## config.mk

```make
export PLATFORM = sky130hd
export DESIGN_NAME = sensor_okuyucu_flat
export DESIGN_NICKNAME = d
export VERILOG_FILES = /design/src/rtl/sensor_okuyucu_pkg.sv /design/src/rtl/sensor_okuyucu_if.sv /design/src/rtl/sensor_okuyucu_sclk_tick.sv /design/src/rtl/sensor_okuyucu.sv /design/src/flat_wrapper.sv
export SDC_FILE = /design/constraint.sdc
export NUM_CORES = 1
export LEC_CHECK = 0
export ABC_AREA = 0
export CAP_MARGIN = 5
export CORE_MARGIN = 2
export CORE_UTILIZATION = 45
export CTS_CLUSTER_SIZE = 8
export DETAILED_ROUTE_END_ITERATION = 7
export PLACE_DENSITY_LB_ADDON = 0.12
export SETUP_SLACK_MARGIN = 0.2
export SLEW_MARGIN = 20
export SYNTH_ARGS = -nofsm -noshare
export SYNTH_HDL_FRONTEND = slang
export SYNTH_SLANG_ARGS = --single-unit
```

## constraint.sdc

```tcl
create_clock -name saat -period 1.7 [get_ports saat]
set_input_delay 0.255 -clock saat [delete_from_list [all_inputs] [get_ports saat]]
set_output_delay 0.255 -clock saat [all_outputs]
set_load 0.02 [all_outputs]
```

## src/rtl/sensor_okuyucu_pkg.sv

```systemverilog
// sensor_okuyucu_pkg: shared state encoding, frame sizes and PERIOD legality helper
package sensor_okuyucu_pkg;
  typedef enum logic [1:0] {BEKLE, SECIM, KAYDIR, BITIR} durum_e;
  localparam int FRAME_BITS = 8;
  localparam int DATA_BITS = 7;
  // A frame needs CLK_DIV (select) + 16*CLK_DIV (shift) + BITIR + one idle cycle to restart
  function automatic int min_period(input int clk_div);
    return 17 * clk_div + 2;
  endfunction
endpackage

```

## src/rtl/sensor_okuyucu_if.sv

```systemverilog
// sensor_okuyucu_if: sensor pins (sdo, cs_n, sclk) and sample stream (sicaklik, gecerli, hata); master = reader
interface sensor_okuyucu_if;
  import sensor_okuyucu_pkg::*;
  logic sensor_sdo;
  logic sensor_cs_n;
  logic sensor_sclk;
  logic [DATA_BITS-1:0] sicaklik;
  logic gecerli;
  logic hata;
  modport master(input sensor_sdo, output sensor_cs_n, sensor_sclk, sicaklik, gecerli, hata);
  modport slave(output sensor_sdo, input sensor_cs_n, sensor_sclk, sicaklik, gecerli, hata);
endinterface

```

## src/rtl/sensor_okuyucu_sclk_tick.sv

```systemverilog
// sensor_okuyucu_sclk_tick: one-cycle tick every CLK_DIV enabled cycles; ports saat, reset, en in, tick out
module sensor_okuyucu_sclk_tick #(
  parameter int CLK_DIV = 4
) (
  input  logic saat,
  input  logic reset,
  input  logic en,
  output logic tick
);
  localparam logic [7:0] LAST = 8'(CLK_DIV - 1);
  logic [7:0] cnt_q, cnt_d;
  assign tick = en && cnt_q == LAST;
  always_comb cnt_d = (!en || tick) ? 8'd0 : cnt_q + 8'd1;
  always_ff @(posedge saat or posedge reset)
    if (reset) cnt_q <= 8'd0;
    else cnt_q <= cnt_d;
endmodule

```

## src/rtl/sensor_okuyucu.sv

```systemverilog
// sensor_okuyucu: polls a serial sensor every PERIOD cycles; ports saat, reset, bus (sdo in; cs_n, sclk, sicaklik, gecerli, hata out)
module sensor_okuyucu
  import sensor_okuyucu_pkg::*;
#(
  parameter int CLK_DIV = 4,
  parameter int PERIOD  = 80
) (
  input logic saat,
  input logic reset,
  sensor_okuyucu_if.master bus
);
  if (CLK_DIV < 1 || CLK_DIV > 255 || PERIOD < min_period(CLK_DIV)) begin : g_bad_param
    $error("sensor_okuyucu: illegal CLK_DIV/PERIOD combination");
  end
  localparam int PW = $clog2(PERIOD);
  localparam logic [PW-1:0] PER_LAST = PW'(PERIOD - 1);
  logic [PW-1:0] per_q, per_d;
  durum_e state_q;
  logic [3:0] half_q;
  logic [FRAME_BITS-1:0] shift_q;
  logic [DATA_BITS-1:0] sicaklik_q;
  logic cs_n_q, sclk_q, gecerli_q, hata_q, tick;
  sensor_okuyucu_sclk_tick #(.CLK_DIV(CLK_DIV)) u_tick (
    .saat (saat),
    .reset(reset),
    .en   (state_q == SECIM || state_q == KAYDIR),
    .tick (tick)
  );
  always_comb per_d = (per_q == PER_LAST) ? '0 : per_q + PW'(1);
  always_ff @(posedge saat or posedge reset)
    if (reset) per_q <= '0;
    else per_q <= per_d;
  always_ff @(posedge saat or posedge reset)
    if (reset) begin
      state_q    <= BEKLE;
      half_q     <= 4'd0;
      shift_q    <= '0;
      cs_n_q     <= 1'b1;
      sclk_q     <= 1'b0;
      sicaklik_q <= '0;
      gecerli_q  <= 1'b0;
      hata_q     <= 1'b0;
    end else begin
      gecerli_q <= 1'b0;
      case (state_q)
        BEKLE:
          if (per_q == PER_LAST) begin
            state_q <= SECIM;
            cs_n_q  <= 1'b0;
          end
        SECIM:
          if (tick) state_q <= KAYDIR;
        KAYDIR:
          if (tick) begin
            sclk_q <= ~sclk_q;
            half_q <= half_q + 4'd1;
            // sample on the edge that raises sclk
            if (!sclk_q) shift_q <= {shift_q[FRAME_BITS-2:0], bus.sensor_sdo};
            // half_q wraps back to 0 after the 16th half-period, ready for the next frame
            if (half_q == 4'd15) begin
              state_q <= BITIR;
              cs_n_q  <= 1'b1;
            end
          end
        BITIR: begin
          state_q <= BEKLE;
          if (^shift_q) begin
            sicaklik_q <= shift_q[FRAME_BITS-1:1];
            gecerli_q  <= 1'b1;
            hata_q     <= 1'b0;
          end else hata_q <= 1'b1;
        end
      endcase
    end
  assign bus.sensor_cs_n = cs_n_q;
  assign bus.sensor_sclk = sclk_q;
  assign bus.sicaklik    = sicaklik_q;
  assign bus.gecerli     = gecerli_q;
  assign bus.hata        = hata_q;
endmodule

```

## src/flat_wrapper.sv

```systemverilog
// flat-port wrapper written by rule: the top's interface ports become plain ports
module sensor_okuyucu_flat import sensor_okuyucu_pkg::*;
#(
  parameter int CLK_DIV = 4,
  parameter int PERIOD  = 80
)
  (saat, reset, bus_sensor_sdo, bus_sensor_cs_n, bus_sensor_sclk, bus_sicaklik, bus_gecerli, bus_hata);
  sensor_okuyucu_if bus_i ();
  input logic saat;
  input logic reset;
  input wire logic [$bits(bus_i.sensor_sdo)-1:0] bus_sensor_sdo;
  output wire logic [$bits(bus_i.sensor_cs_n)-1:0] bus_sensor_cs_n;
  output wire logic [$bits(bus_i.sensor_sclk)-1:0] bus_sensor_sclk;
  output wire logic [$bits(bus_i.sicaklik)-1:0] bus_sicaklik;
  output wire logic [$bits(bus_i.gecerli)-1:0] bus_gecerli;
  output wire logic [$bits(bus_i.hata)-1:0] bus_hata;
  assign bus_i.sensor_sdo = bus_sensor_sdo;
  assign bus_sensor_cs_n = bus_i.sensor_cs_n;
  assign bus_sensor_sclk = bus_i.sensor_sclk;
  assign bus_sicaklik = bus_i.sicaklik;
  assign bus_gecerli = bus_i.gecerli;
  assign bus_hata = bus_i.hata;
  sensor_okuyucu #(.CLK_DIV(CLK_DIV), .PERIOD(PERIOD)) u_core (.saat(saat), .reset(reset), .bus(bus_i));
endmodule
```

==> results.txt <==
- Syn-to-layout area delta: 36.7%
- Routability-driven placement finished with a final weighted congestion of 0.792.
- Clock Root Buffer: sky130_fd_sc_hd__clkbuf_8
- After technology mapping, the gate count stands at 146.
- Total CTS buffers: 5
- Walking the worst path, the cells encountered are nor4_4 > and4_4 > nand2_4 > nor2_8 > mux2_2.
- HPWL after DPL: 2230 um
- For this run, the number of Yosys warnings is 0.
- The cell family contributing the most delay on the critical path is simple AND/OR/NAND/NOR gates.
- Global routing finished with a remaining overflow of 0.
* Total Power: 1.74 mW
- Count of vias placed by the detailed router: 1256
- Static timing analysis puts the maximum clock frequency at 590 MHz.
- The slowest stage of the critical path is the sky130_fd_sc_hd__dfrtp_1 cell.
- Hold-fix buffers at CTS: 0
- Counting the fill cells in the layout gives 302.
* Total global routing track utilization: 17.4%
- Wire length on met3: 108 um
- Starting DRC count in detailed routing: 77
- FP Rows: 23
- Reg area: 1000 um^2
- Number of max-capacitance violations reported: 0
- Synthesis produced a netlist with a net count of 157.
- Post-synth top cells: 39 x sky130_fd_sc_hd__dfrtp_1, 16 x sky130_fd_sc_hd__mux2_2, 12 x sky130_fd_sc_hd__nand3_1, 12 x sky130_fd_sc_hd__nor2_1, 11 x sky130_fd_sc_hd__xnor2_1
- Cell with the most instances after synthesis: sky130_fd_sc_hd__dfrtp_1
- 0 antenna diodes ended up in the layout.
* First-pass GRT wire length: 5800 um
- After detailed routing, the number of remaining DRC violations is 0.
* Highest routed layer: met4
- Summing all placed instances gives a cell area of 2150 um^2.
- After synthesis the cells add up to 1820 um^2.
* Most area-consuming cells after synthesis: sky130_fd_sc_hd__dfrtp_1 54%, sky130_fd_sc_hd__mux2_2 9.9%, sky130_fd_sc_hd__ha_1 5.5%, sky130_fd_sc_hd__xnor2_1 5.3%, sky130_fd_sc_hd__xor2_1 4.3%
* Share of the clock period used by the worst path: 99.7%
* Power Internal: 1.39 mW
* Endpoint arrival time on the critical path: 1870 ps
- The worst setup path is captured at a register.
- Worst Tran Pin Value: 306 ps
- The critical path contains buffers and inverters numbering 0 combined.
* Depth of the CTS H-tree: 2
- The routed design uses 1620 um of met2 wire.
- For this run, asynchronously set or reset flops after synthesis account for 100%.
- Register area share after synthesis: 55.2%
- Average detailed-routed wire length per instance: 13.2 um
- Summed over all failing endpoints, the final setup total negative slack is 0 ps.
* Routed WL: 3360 um
- Primary flip-flop cell chosen by synthesis mapping: sky130_fd_sc_hd__dfrtp_1
- Clock insertion delay at the later pin of the skew report: 300 ps
- Number of sinks on the clock net: 40
- In the final layout, the multi-input gates occupy 891 um^2.
* Final max-slew violation count: 0
- Maximum number of pins on one net before global-route repair: 23
- Finished layout cell area: 2480 um^2
- The synthesized design contains 40 register bits.
- VDD sags by at most 0.738 mV.
- Clock power share: 43.9%
- The top cell type by area accounts for 53.7% of the synthesized area.
- In this run the worst hold path is classified as in2async.
- Clock skew on the completed layout was measured at 9.79 ps.
* Setup repair after global routing missed its margin: yes
- Via count of the first global-routing pass: 1256
- Number of detailed-routing iterations run before antenna repair: 4
- IO Count: 14
* Status: complete, no violations
- Proportion of layout cells with a drive suffix above 1: 37.7%
* Type of the worst setup path: reg2reg
* NumNets Final: 214
- Die boundary width: 67.5 um
- Net switching is 19.9% of the power.
- CTS tree: built
- In this run the remaining antenna-violating nets after routing total 0.
- Of the total power, combinational logic draws 1.5%.
- Cells fill 63.0% of the core in the end.
- Worst Setup Start Kind: register
- Input and output buffers added on the ports amount to 13.
- In this run the tightest slew margin relative to its limit is 79.6%.
- In this run the power density over the cells is 700 nW/um^2.
* Critical Path RT: 1880 ps
* Total core area: 3940 um^2
- Post-synth EDFFs: 0
- Switch Pwr: 346 uW
- Min cycle time layout: 1700 ps
- Final setup viols: 0
- No sink is reached through more buffers than the 2 on the longest clock path.
* Leak: 1.32 nW
- Top fanout value on the critical path: 8
- Final number of hold-violating endpoints: 0
- Counting distinct cell types in the post-synthesis netlist gives 32.
- Met1 wire length: 1550 um
* Library cell with the largest summed area after synthesis: sky130_fd_sc_hd__dfrtp_1
* Post-detailed-route via-to-cell ratio: 4.94
- Effective utilization at floorplan: 46.1%
- Clk slew on worst S/H paths: 80 ps
- Post-synthesis average cell area: 12.4 um^2
- For this run, the slowest stage of the critical path takes 410 ps.
- Power share of the sequential group: 54.7%
- Initial antenna violation count: 0
- The die is 67.5 um tall.
* DIE AREA: 4560 um^2
==> power by group through the flow <==
stage          Clock (mW)  Sequential, mW  Combinational (mW)
3_3_place_gp            0           0.969              0.0272
2_1_floorplan           0           0.970              0.0140
5_1_grt             0.833           0.951              0.0305
4_1_cts             0.787           0.951              0.0275
3_5_place_dp            0           0.969              0.0275
6_report            0.763           0.951              0.0258
==> final cells by class <==
class | instances | share of cell area (%)
multi-input combinational | 103 | 35.9
clock inverter | 2 | 1.41
tap | 50 | 2.52
sequential | 40 | 40.4
inverter | 4 | 0.605
clock buffer | 6 | 2.92
timing repair buffer | 49 | 16.3
==> per-layer routing <==
metal | GRT usage [%] | vias to the layer above
li1 | - | 615
met1 | 22.3 | 612
met2 | 27.6 | 20
met3 | 5.17 | 9
met4 | 6.89 | 0
met5 | 0 | -
==> sequential cells by signal, indices dropped and copies added (netlist names) <==
| signal | cells |
|---|---|
| u_core.bus.hata | 1 |
| u_core.half_q | 4 |
| u_core.bus.sensor_cs_n | 1 |
| u_core.bus.sensor_sclk | 1 |
| u_core.bus.gecerli | 1 |
| u_core.state_q | 2 |
| u_core.per_q | 7 |
| u_core.bus.sicaklik | 7 |
| u_core.u_tick.cnt_q | 8 |
| u_core.shift_q | 8 |
==> layout by cell type, fill, tap and decap left out, drive strengths merged, types with 2 or more instances in the layout <==
cell / instances
dfrtp: 39
nor3: 2
nand3: 13
buf: 36
xor2: 9
clkbuf: 6
o21ai: 4
nor2: 13
ha: 8
inv: 4
and3: 4
a21oi: 3
dlymetal6s2s: 3
nor2b: 2
xnor2: 11
mux2: 16
nand2: 6
clkdlybuf4s50: 2
dlygate4sd2: 8
==> stage by stage <==
stage,setup slack (ps),instances,hold slack [ps]
floorplan,-6.59,146,407
global placement,-12.6,227,466
detailed placement,-42.6,227,477
CTS,-14.5,248,288
global route,-40.0,254,327
finish,4.54,254,287
==> path summary, 6_finish.rpt <==
kind	startpoint	to	slack, ps	cells past startpoint
worst max register to register	u_core.u_tick.cnt_q[7]	u_core.shift_q[3]	5	5
worst min-delay path	reset	u_core.u_tick.cnt_q[2]	290	3
min in group saat	u_core.half_q[3]	u_core.half_q[3]	490	1
worst min register to register	u_core.half_q[3]	u_core.half_q[3]	490	1
max in group asynchronous	reset	u_core.per_q[5]	1160	3
worst max-delay path	u_core.u_tick.cnt_q[7]	u_core.shift_q[3]	5	5
==> repair_timing <==
item | CTS | global route
endpoints found under the setup margin | 30 | 28
resized for setup | 18 | 14
buffers inserted | 12 | 6
cloned | 1 | 0
pin swaps | 11 | 9
==> worst min-delay path: stages <==
cell and delay, ps:
sky130_fd_sc_hd__clkdlybuf4s50_1 390, sky130_fd_sc_hd__inv_1 70, sky130_fd_sc_hd__buf_4 250
==> cell families after synthesis <==
| logic type | synth area share, % |
|---|---|
| AOI/OAI and AO/OA | 4.13 |
| xor gates and xnor gates | 9.64 |
| adders and majority gates | 5.51 |
| buffers and inverters | 0.826 |
| DFF | 55.2 |
| muxes | 9.92 |
| and+or+nand+nor | 14.8 |
Power figures use the tool's default switching activity.
